## src/rtl/imem_arbiter_pkg.sv

```systemverilog
// Shared types for the instruction SRAM arbiter: request/response bundles,
// response owner encoding and the SRAM geometry.
package imem_arbiter_pkg;

   localparam int IMEM_DEPTH      = 1024;
   localparam int IMEM_MAX_STARVE = 4;

   typedef struct packed {
      logic [63:0] addr;
      logic [3:0]  wstrb;
      logic [31:0] wdata;
   } imem_req_t;

   typedef struct packed {
      logic        rvalid;
      logic [31:0] rdata;
      logic        err;
   } imem_resp_t;

   typedef enum logic [1:0] {
      OWN_NONE,
      OWN_I,
      OWN_L,
      OWN_LERR
   } imem_owner_e;

   function automatic logic in_range(input logic [63:0] addr,
                                     input int          depth);
      return addr < (64'(depth) << 2);
   endfunction

endpackage

```

## src/rtl/imem_arb_starve_ctr.sv

```systemverilog
// Counts consecutive denied fetch cycles and raises force_i once the
// fetch port has waited MAX_STARVE cycles in a row.
module imem_arb_starve_ctr
   import imem_arbiter_pkg::*;
#(
   parameter int MAX_STARVE = IMEM_MAX_STARVE
) (
   input  logic clk,
   input  logic rst,
   input  logic req,
   input  logic gnt,
   output logic force_i
);

   localparam int W = $clog2(MAX_STARVE + 1);

   logic [W-1:0] cnt;

   always_ff @(posedge clk or posedge rst) begin
      if (rst) begin
         cnt <= '0;
      end else if (~req | gnt) begin
         cnt <= '0;
      end else if (cnt != W'(MAX_STARVE)) begin
         cnt <= cnt + W'(1);
      end
   end

   assign force_i = (cnt == W'(MAX_STARVE));

endmodule

```

## src/rtl/imem_arbiter.sv

```systemverilog
// Single-port instruction SRAM arbiter: L has priority, I is guarded against
// starvation. Optional counters when IMEM_ARB_PERF_EN is defined.
module imem_arbiter
   import imem_arbiter_pkg::*;
#(
   parameter int DEPTH      = IMEM_DEPTH,
   parameter int MAX_STARVE = IMEM_MAX_STARVE
) (
   input  logic        clk,
   input  logic        rst,
   input  logic        i_req,
   input  logic [63:0] i_addr,
   input  logic        i_flush,
   output logic        i_gnt,
   output logic        i_rvalid,
   output logic [31:0] i_rdata,
   input  logic        l_req,
   input  logic [63:0] l_addr,
   input  logic [3:0]  l_wstrb,
   input  logic [31:0] l_wdata,
   output logic        l_gnt,
   output logic        l_rvalid,
   output logic [31:0] l_rdata,
   output logic        l_err,
`ifdef IMEM_ARB_PERF_EN
   output logic [31:0] perf_i_stall,
   output logic [31:0] perf_l_err,
`endif
   output logic [63:0] sram_addr,
   output logic        sram_en,
   output logic [3:0]  sram_we,
   output logic [31:0] sram_din,
   input  logic [31:0] sram_dout
);

   logic        force_i;
   logic        l_ok;
   logic        l_write_q;
   imem_req_t   win;
   imem_resp_t  l_resp;
   imem_owner_e state;
   imem_owner_e state_nxt;

   imem_arb_starve_ctr #(
      .MAX_STARVE(MAX_STARVE)
   ) u_starve (
      .clk    (clk),
      .rst    (rst),
      .req    (i_req),
      .gnt    (i_gnt),
      .force_i(force_i)
   );

   assign l_ok  = in_range(l_addr, DEPTH);
   assign l_gnt = l_req & ~(force_i & i_req);
   assign i_gnt = i_req & ~l_gnt;

   always_comb begin
      win = '0;
      if (l_gnt) begin
         win = '{addr: l_addr, wstrb: l_wstrb, wdata: l_wdata};
      end else if (i_gnt) begin
         win.addr = i_addr;
      end
   end

   // Out-of-range L is granted but never touches the SRAM.
   assign sram_en   = i_gnt | (l_gnt & l_ok);
   assign sram_addr = win.addr;
   assign sram_din  = win.wdata;
   assign sram_we   = sram_en ? win.wstrb : 4'b0000;

   always_comb begin
      state_nxt = OWN_NONE;
      if (i_gnt) begin
         state_nxt = OWN_I;
      end else if (l_gnt) begin
         state_nxt = l_ok ? OWN_L : OWN_LERR;
      end
   end

   always_ff @(posedge clk or posedge rst) begin
      if (rst) begin
         state     <= OWN_NONE;
         l_write_q <= 1'b0;
      end else begin
         state     <= state_nxt;
         l_write_q <= l_gnt & (|l_wstrb);
      end
   end

   always_comb begin
      i_rvalid = 1'b0;
      i_rdata  = '0;
      l_resp   = '0;
      unique case (state)
         OWN_I: begin
            i_rvalid = ~i_flush;
            i_rdata  = sram_dout;
         end
         OWN_L: begin
            l_resp.rvalid = 1'b1;
            l_resp.rdata  = l_write_q ? 32'h0 : sram_dout;
         end
         OWN_LERR: begin
            l_resp.rvalid = 1'b1;
            l_resp.err    = 1'b1;
         end
         default: ;
      endcase
   end

   assign {l_rvalid, l_rdata, l_err} = l_resp;

`ifdef IMEM_ARB_PERF_EN
   always_ff @(posedge clk or posedge rst) begin
      if (rst) begin
         perf_i_stall <= '0;
         perf_l_err   <= '0;
      end else begin
         if (i_req & ~i_gnt) perf_i_stall <= perf_i_stall + 32'd1;
         if (state == OWN_LERR) perf_l_err <= perf_l_err + 32'd1;
      end
   end
`else
`endif

endmodule

```

## config.mk

```make
export PLATFORM = sky130hd
export DESIGN_NAME = imem_arbiter
export DESIGN_NICKNAME = d
export VERILOG_FILES = /design/src/rtl/imem_arbiter_pkg.sv /design/src/rtl/imem_arb_starve_ctr.sv /design/src/rtl/imem_arbiter.sv
export SDC_FILE = /design/constraint.sdc
export NUM_CORES = 1
export LEC_CHECK = 0
export BUFFER_PORTS_ARGS = -buffer_cell sky130_fd_sc_hd__buf_2
export CAP_MARGIN = 20
export CORE_AREA = 2 2 142 144
export CTS_CLUSTER_DIAMETER = 80
export DETAILED_ROUTE_END_ITERATION = 8
export DIE_AREA = 0 0 144 146
export GPL_TIMING_DRIVEN = 1
export PLACE_DENSITY = 0.47
export SETUP_SLACK_MARGIN = 0.02
export SLEW_MARGIN = 10
export SYNTH_ARGS = -nofsm -noshare
export SYNTH_HDL_FRONTEND = slang
export SYNTH_SLANG_ARGS = --single-unit
export TNS_END_PERCENT = 20
```

## constraint.sdc

```tcl
create_clock -name clk -period 3 [get_ports clk]
set_clock_uncertainty 0.15 [all_clocks]
set_input_delay 0.3 -clock clk [delete_from_list [all_inputs] [get_ports clk]]
set_output_delay 0.3 -clock clk [all_outputs]
set_load 0.01 [all_outputs]
```

==> results.tsv <==
metric	value	unit
status	complete, no violations	
yosysSeqAreaShare	7.37	%
switching_share	39.7	%
cap_viol_max_count	0	
tightest_slew	0.707	ns
cts_max_level	1	
clk_path_buf_depth	2	
critPathSlowestCell	inv_2	
ir_drop	0.105	mV
first_pass_iters	4	
period_share	82.0	%
detail-route-antenna-nets	0	
cts_made_buffers	3	
fill_cells	2244	
die_w	144	µm
critPathLaunch	u_starve.cnt[0]	
dpl.hpwl	11700	µm
endpoint	sram_addr[19]	
cp.depth	9	
synth_top_area_share	23.8	%
path_buf_inv	4	
final_max_slew_viol_count	0	
grt_pass1_vias	3529	
power	836	µW
syn_area	0.00204	mm²
io_buffers	370	
clkSlewWorstSetupHoldPaths	0.03	ns
drtIter0Drc	135	
p_leak	0.00280	µW
ys.flop_type	dfrtp_1	
synth_common_cells	129 x nand2_1, 70 x and2_1, 65 x nand3_1, 33 x and3_1, 22 x clkbuf_1	
wirelength	13700	µm
synth-edff-count	0	
synth.area.top_cells	nand2_1 24%, and2_1 21%, nand3_1 16%	
rsz0062_at_grt	no	
worstSkewPairLatency	0.23	ns
ys_warn_count	0	
grt_start_max_net_pins	69	
yosysUniqueCellTypes	24	
fin_util	22.1	%
critPathRequiredTime	2.55	ns
pwr-share-comb	63.6	%
period_minus_slack	2.46	ns
num_rows	51	
place.gp.congestion	0.808	
syn_to_final_growth	110	%
route.detailed.drc	0	
r2r-start	u_starve.cnt[0]	
critPathTopFamily	buffers and inverters	
regArea	150	µm²
cp_common_cell	nand2_1	
grt_util_all_layers	11.8	%
async_flop_share	100	%
hold_viol	0	
multi_input_area	0.00173	mm²
relSlewSlack	52.9	%
drive_above_1_share	54.8	%
r2r-end	state[0]	
syn_avg_cell_area	5.44	µm²
ios	371	
ys_ff_latch	6	
critPathMaxFanout	38	
cts_root_buf	clkbuf_16	
antenna_found_initial	1	
core_area	0.0193	mm²
end_kind	primary output	
yosys.area.top_type	nand2_1	
power.density	196	mW/mm²
dieHeight	146	µm
cts_tree	yes	
diodes	0	
postCtsSetupBuffers	0	
crit_arrival	2.01	ns
reg2regPathDepth	7	
crit_path_start_kind	flop	
syn-num-nets	578	
fin_setup_tns	0	ns
grt.overflow.total	0	
pwr-share-seq	10.5	%
synth.most_common_cell	nand2_1	
internal_power	504	µW
setup_violations	0	
critPathMaxStageDelay	0.39	ns
num_vias	3803	
cts.sinks	6	
hp-class	input port to flop	
r2r_slack	1.28	ns
fmax	407	MHz
path_cells	inv_1 -> ha_1 -> nand3_2 -> nand2_2 -> inv_2 -> buf_12 -> nand2_1 -> nand2_1 -> buf_2	
synthCells	375	
critical_path_class	flop to primary output	
switchingPower	332	µW
initial_utilization	10.5	%
grt_pass1_wl	19300	µm
viasPerCell	3.84	
dieArea	0.0210	mm²
pwr-share-clk	25.9	%
wl_per_cell	13.8	µm
nNetsFinal	930	
worst min path at each step:
stage                      endpoint  cells past startpoint  slack [ns]        from
after floorplan           l_write_q                      1       -0.06         rst
after global placement     state[1]                      2        0.09         rst
after detailed placement   state[1]                      2         0.1         rst
after CTS                 l_write_q                      3        0.22  l_wstrb[1]
after global routing      l_write_q                      3        0.25  l_wstrb[1]
final                     l_write_q                      3        0.20  l_wstrb[1]
what timing repair did:
| item | in CTS | in global routing |
|---|---|---|
| gates resized for setup | 0 | 0 |
| hold buffers | 1 | 0 |
| setup endpoints to repair | 0 | 0 |
| endpoints found under the hold margin | 6 | 0 |
routing by layer:
layer	track usage [%]	up-vias	share of wire, %
met5	0	-	0.095
met3	2.24	10	8.7
met4	0.980	2	0.47
met1	12.6	1650	37
met2	24.0	212	54
li1	-	1929	-
state kept, by name (all words and copies together) (netlist names):
| signal | cells |
|---|---|
| l_write_q | 1 |
| state | 2 |
| u_starve.cnt | 3 |
area by class of cell:
type	instances	share of cell area [%]
clock buffer	3	1.76
inverter	5	0.439
multi-input combinational	329	40.4
sequential	6	3.52
tap	265	7.76
timing repair buffer	382	46.1
cell usage in the layout (no fill, tap or decap), drive strengths merged:
cell type	instances
buf	381
nand2	130
and2	70
nand3	66
and3	33
nor4	15
dfrtp	6
nor2	5
inv	5
clkbuf	3
nand4	3
nor2b	2
ha	2
xnor2	1
nor3b	1
or2	1
dlygate4sd3	1
stage by stage:
step,worst slack [ns],cell area (µm²),std cells,hold slack [ns]
floorplan,1.19,2040,375,-0.0590
global placement,0.411,4190,986,0.0874
detailed placement,0.380,4190,986,0.0976
CTS,0.368,4270,990,0.220
global route,0.327,4270,990,0.246
finish,0.541,4270,990,0.198
tightest hold or removal path, delay by kind of cell:
family | cells | cell delay [ns]
buffers and inverters | 1 | 0.11
and+or+nand+nor | 2 | 0.12
cell families (layout without fill, tap and decap cells):
logic type               Yosys count  in the layout  synth area share [%]
AND/OR/NAND/NOR                  326            326                  82.8
XOR/XNOR                           1              1                 0.430
adder cells (fa/ha/maj)            2              2                  1.23
flip-flops                         6              6                  7.37
buffers and inverters             40            390                  8.23
power groups by stage:
stage / clock network [µW] / logic (µW) / registers [µW]
after CTS: 222 / 542 / 87.6
after global routing: 231 / 590 / 87.9
after floorplan: 0 / 231 / 87.5
after detailed placement: 0 / 538 / 88.4
after global placement: 0 / 539 / 88.5
final: 217 / 532 / 87.4
(Power assumes the default switching activity.)
